[config.mk]
export PLATFORM = sky130hd
export DESIGN_NAME = rgb_pwm_fader
export DESIGN_NICKNAME = d
export VERILOG_FILES = /design/src/rtl/rgb_pwm_pkg.sv /design/src/rtl/pwm_tick_gen.sv /design/src/rtl/rgb_pwm_fader.sv
export SDC_FILE = /design/constraint.sdc
export NUM_CORES = 1
export LEC_CHECK = 0
export CAP_MARGIN = 20
export CELL_PAD_IN_SITES_DETAIL_PLACEMENT = 2
export CELL_PAD_IN_SITES_GLOBAL_PLACEMENT = 2
export CORE_UTILIZATION = 41
export CTS_CLUSTER_SIZE = 10
export DETAILED_ROUTE_END_ITERATION = 6
export HOLD_SLACK_MARGIN = 0.12
export PLACE_DENSITY = 0.88
export SLEW_MARGIN = 20
export SYNTH_ARGS = -nofsm -noshare
export SYNTH_HDL_FRONTEND = slang
export SYNTH_SLANG_ARGS = --single-unit
[constraint.sdc]
create_clock -name clk -period 5.5 [get_ports clk]
set_input_delay 0.825 -clock clk [delete_from_list [all_inputs] [get_ports clk]]
set_output_delay 0.825 -clock clk [all_outputs]
set_load 0.02 [all_outputs]
[src/rtl/rgb_pwm_pkg.sv]
// rgb_pwm_pkg: shared fade-state encoding and channel numbering for the RGB PWM fader.
package rgb_pwm_pkg;

    typedef enum logic [1:0] {
        IDLE = 2'd0,
        UP   = 2'd1,
        DOWN = 2'd2
    } fade_state_e;

    localparam logic [1:0] CH_RED   = 2'd0;
    localparam logic [1:0] CH_GREEN = 2'd1;
    localparam logic [1:0] CH_BLUE  = 2'd2;
    localparam logic [1:0] CH_LAST  = 2'd2;

    // Channel rotation red -> green -> blue -> red; code 3 is never produced.
    function automatic logic [1:0] next_chan(input logic [1:0] ch);
        return (ch == CH_LAST) ? CH_RED : ch + 2'd1;
    endfunction

endpackage

[src/rtl/pwm_tick_gen.sv]
// pwm_tick_gen: free-running prescaler plus PWM frame counter, reusable by any LED stage.
module pwm_tick_gen #(
    parameter int PRESCALE = 12000,
    parameter int PWM_BITS = 8
) (
    input  logic                clk,
    input  logic                rst_n,
    output logic                tick_o,
    output logic [PWM_BITS-1:0] pwm_cnt_o,
    output logic                frame_end_o
);

    localparam int                  PS_W    = (PRESCALE > 1) ? $clog2(PRESCALE) : 1;
    localparam logic [PS_W-1:0]     PS_LAST = PS_W'(PRESCALE - 1);
    localparam logic [PWM_BITS-1:0] CNT_MAX = '1;

    logic [PS_W-1:0]     presc_q, presc_d;
    logic [PWM_BITS-1:0] cnt_q, cnt_d;
    logic                frame_end_q, frame_end_d;
    logic                tick;

    // Prescaler wraps on tick, PWM counter steps on tick, frame end flagged on the last step of a frame
    always_comb begin
        tick        = (presc_q == PS_LAST);
        presc_d     = tick ? '0 : presc_q + 1'b1;
        cnt_d       = tick ? cnt_q + 1'b1 : cnt_q;
        frame_end_d = tick && (cnt_q == CNT_MAX);
    end

    // Counter registers; these keep running whatever the fader is doing
    always_ff @(posedge clk or negedge rst_n) begin
        if (!rst_n) begin
            presc_q     <= '0;
            cnt_q       <= '0;
            frame_end_q <= 1'b0;
        end else begin
            presc_q     <= presc_d;
            cnt_q       <= cnt_d;
            frame_end_q <= frame_end_d;
        end
    end

    assign tick_o      = tick;
    assign pwm_cnt_o   = cnt_q;
    assign frame_end_o = frame_end_q;

endmodule

[src/rtl/rgb_pwm_fader.sv]
// rgb_pwm_fader: fades one RGB channel at a time up and down, producing glitch-free PWM for the LED driver.
module rgb_pwm_fader
    import rgb_pwm_pkg::*;
#(
    parameter int PRESCALE    = 12000,
    parameter int PWM_BITS    = 8,
    parameter int FADE_FRAMES = 4
) (
    input  logic                clk,
    input  logic                rst_n,
    input  logic                enable,
    output logic                pwm_r,
    output logic                pwm_g,
    output logic                pwm_b,
    output logic [1:0]          chan,
    output logic [PWM_BITS-1:0] level,
    output logic                frame_end
);

    localparam int                  FC_W     = (FADE_FRAMES > 1) ? $clog2(FADE_FRAMES) : 1;
    localparam logic [FC_W-1:0]     FC_LAST  = FC_W'(FADE_FRAMES - 1);
    localparam logic [PWM_BITS-1:0] LVL_ONE  = PWM_BITS'(1);
    localparam logic [PWM_BITS-1:0] LVL_PEAK = {{(PWM_BITS-1){1'b1}}, 1'b0};

    fade_state_e         state_q, state_d;
    logic [PWM_BITS-1:0] level_q, level_d;
    logic [1:0]          chan_q, chan_d;
    logic [FC_W-1:0]     fcnt_q, fcnt_d;
    logic [2:0]          pwm_q, pwm_d;

    logic [PWM_BITS-1:0] pwm_cnt;
    logic                frame_end_int;
    logic                tick_unused;
    logic                step;

    pwm_tick_gen #(
        .PRESCALE (PRESCALE),
        .PWM_BITS (PWM_BITS)
    ) u_tick_gen (
        .clk         (clk),
        .rst_n       (rst_n),
        .tick_o      (tick_unused),
        .pwm_cnt_o   (pwm_cnt),
        .frame_end_o (frame_end_int)
    );

    assign step = frame_end_int && (fcnt_q == FC_LAST);

    // Fade FSM: brightness and channel only move on a step, which always lands on a frame boundary
    always_comb begin
        state_d = state_q;
        level_d = level_q;
        chan_d  = chan_q;
        fcnt_d  = fcnt_q;
        if (!enable) begin
            state_d = IDLE;
            level_d = '0;
            chan_d  = CH_RED;
            fcnt_d  = '0;
        end else begin
            case (state_q)
                IDLE: begin
                    state_d = UP;
                    level_d = '0;
                    chan_d  = CH_RED;
                    fcnt_d  = '0;
                end
                UP, DOWN: begin
                    if (frame_end_int) begin
                        fcnt_d = (fcnt_q == FC_LAST) ? '0 : fcnt_q + 1'b1;
                    end
                    if (step && state_q == UP) begin
                        level_d = level_q + 1'b1;
                        if (level_q == LVL_PEAK) begin
                            state_d = DOWN;
                        end
                    end else if (step) begin
                        level_d = level_q - 1'b1;
                        if (level_q == LVL_ONE) begin
                            state_d = UP;
                            chan_d  = next_chan(chan_q);
                        end
                    end
                end
                default: begin
                    state_d = IDLE;
                    level_d = '0;
                    chan_d  = CH_RED;
                    fcnt_d  = '0;
                end
            endcase
        end
    end

    // PWM compare: only the active channel may be high, and only while fading
    always_comb begin
        pwm_d    = '0;
        pwm_d[0] = (state_q != IDLE) && (chan_q == CH_RED)   && (pwm_cnt < level_q);
        pwm_d[1] = (state_q != IDLE) && (chan_q == CH_GREEN) && (pwm_cnt < level_q);
        pwm_d[2] = (state_q != IDLE) && (chan_q == CH_BLUE)  && (pwm_cnt < level_q);
    end

    // State and output registers
    always_ff @(posedge clk or negedge rst_n) begin
        if (!rst_n) begin
            state_q <= IDLE;
            level_q <= '0;
            chan_q  <= CH_RED;
            fcnt_q  <= '0;
            pwm_q   <= '0;
        end else begin
            state_q <= state_d;
            level_q <= level_d;
            chan_q  <= chan_d;
            fcnt_q  <= fcnt_d;
            pwm_q   <= pwm_d;
        end
    end

    assign pwm_r     = pwm_q[0];
    assign pwm_g     = pwm_q[1];
    assign pwm_b     = pwm_q[2];
    assign chan      = chan_q;
    assign level     = level_q;
    assign frame_end = frame_end_int;

endmodule
==> metrics.yaml <==
wl_um: 6620
finalInstanceArea_sq_um: 2640
final.period_utilization_pct: 43.7
finalHoldViolCount: 0
dieArea_sq_um: 5960
firstDrtPassIters: 4
first_iter_violations: 48
synth_cells: 228
synth_area_sq_um: 2320
globalplace.congestion: 0.744
clockBufferDepth: 2
root_buffer: "clkbuf_8"
core-area_sq_um: 5470
hp-class: "flip-flop to flip-flop"
worst_path_max_delay_cell: "nand2_1"
synth_top_family_by_area: "simple AND/OR/NAND/NOR gates"
crit_path_max_incr_delay_ns: 0.48
synth_adder_area_share_pct: 9.17
cts_tree: "built"
post_cts_resized: 0
path_max_fanout: 16
clkSinkCount: 40
ys_types: 46
synth_xor_area_share_pct: 7.44
drv_cap: 0
synthMuxAreaShare_pct: 3.13
arrival_ns: 2.63
num_io_pins: 17
synthSimpleGateAreaFrac_pct: 24.0
die_w_um: 77.2
hpwlAfterDp_um: 4390
avgRoutedWirePerCell_um: 20.8
syn_avg_cell_area_sq_um: 10.2
rsz0062_at_grt: "false"
whs_ns: 0.517
synth_ff_type: "dfrtp_1"
rows: 27
antenna_left: 0
clock_latency_ns: 0.30
ir_worst_vdd_mv: 0.103
total_power_mw: 0.656
start_util_pct: 42.4
layout_commonest_cell: "dfrtp_1"
antenna_found_initial: 0
worstSetupPathType: "primary input to flip-flop"
synth-compound-area-share_pct: 9.39
cellPowerDensity_nw_per_um2: 248
finalClockSkew_ns: 0.00735
placed_area_sq_um: 2530
worst_slew_pin_slew_ns: 0.931
final_cell_mix: "dfrtp_1 (40), nor2_1 (17), ha_1 (17)"
die_y_um: 77.2
fin_nets: 265
fin_crit_ns: 2.40
max_freq_ghz: 0.416
path_cells: "clkdlybuf4s50_1, nand2_1, o211ai_1, o311ai_0, mux2i_1"
antennaDiodeCount: 0
viasPerCell: 5.77
slew_viol_final: 0
yosysWarnings: 0
startpoint_type: "primary input"
setup_viol: 0
leakage_nw: 1.19
track_usage_pct: 24.6
syn2layout_area_growth_pct: 13.9
utilization_pct: 48.3
cp-end-kind: "flip-flop"
grt_max_degree: 41
io_buffers: 16
grt_pass1_wl_um: 11100
drive_gt1_share_pct: 8.54
outcome: "complete, no violations"
vias: 1834
ctsHoldBuffers: 0
clkTransAtPathRegs_ns: 0.08
ys_seq_elements: 40
drc: 0
grt_pass1_vias: 1999
synth_nets: 248
cp_data_required_time_ns: 5.73
numCtsBuffers: 5
yosysSeqAreaShare_pct: 43.1
synth_edf_count: 0
cts_setup_buffers: 0
async_flop_share_pct: 100
htreeDepth: 2
gr-total-overflow: 0
relSlewSlack_pct: 37.9
finalSetupTns_ns: 0
[worst max-delay path: cells and delay by family]
family	cells	cell delay, ns
AO/OA/AOI/OAI	2	0.65
buffers and inverters	1	0.44
multiplexers	1	0.22
AND/OR/NAND/NOR	1	0.48
[cell families (layout without fill, tap and decap cells)]
kind of cell,after synthesis,in the layout
AO/OA/AOI/OAI,33,33
XOR/XNOR,18,18
adder cells (fa/ha/maj),17,17
buffers and inverters,20,38
flip-flops,40,40
multiplexers,7,7
AND/OR/NAND/NOR,93,93
[cell type report]
class,instances,area (sq um)
clock buffers,6,72.6
well taps,72,90.1
multi-input cells,168,1230
flip-flops and latches,40,1000
inverters,13,48.8
clock inverters,2,35.0
fillers,607,2830
repair buffers,17,163
[Yosys cell counts (all sizes together), types with 6 or more instances]
cell type | n | area, sq um
a21oi | 9 | 45.0
dfrtp | 40 | 1000
ha | 17 | 213
inv | 13 | 48.8
nand2 | 11 | 48.8
nand3 | 17 | 97.6
nand4 | 6 | 37.5
nor2 | 17 | 63.8
nor3 | 7 | 35.0
o21ai | 7 | 35.0
xnor2 | 15 | 146
[routing by layer]
metal  GRT usage [%]  wire length [um]  vias up
met1            31.7              3120      948
met2            41.7              3250       28
met5               0                 0        -
met3            4.05               148       11
met4            8.11               112        0
li1                -                 -      847
[power by group]
part	switching (mW)	internal [mW]	total, mW	leakage (nW)
combinational	0.0599	0.0406	0.100	0.592
sequential	0.0111	0.302	0.313	0.540
clock	0.108	0.135	0.243	0.0552
[registers in the layout, summed over array words and instances, names as in the netlist]
register and flops:
u_tick_gen.presc_q 14, level 8, u_tick_gen.pwm_cnt_o 8, pwm_q 3, chan 2, fcnt_q 2
state_q 2, u_tick_gen.frame_end_o 1
[final timing paths]
kind / from / end / slack, ns / cells past startpoint
max: enable / state_q[0] / 3.10 / 5
min: u_tick_gen.pwm_cnt_o[0] / u_tick_gen.pwm_cnt_o[0] / 0.52 / 1
max reg2reg: state_q[0] / state_q[0] / 3.28 / 6
min reg2reg: u_tick_gen.pwm_cnt_o[0] / u_tick_gen.pwm_cnt_o[0] / 0.52 / 1
max in group asynchronous: rst_n / level[2] / 4.26 / 1
min in group asynchronous: rst_n / level[7] / 0.66 / 1
[metrics by stage]
step	cells	setup WS, ns
floorplan	228	3.65
global placement	310	2.88
detailed placement	310	2.77
CTS	318	3.09
global route	318	2.95
finish	318	3.10
No activity file was read; power rests on OpenSTA's default activity.
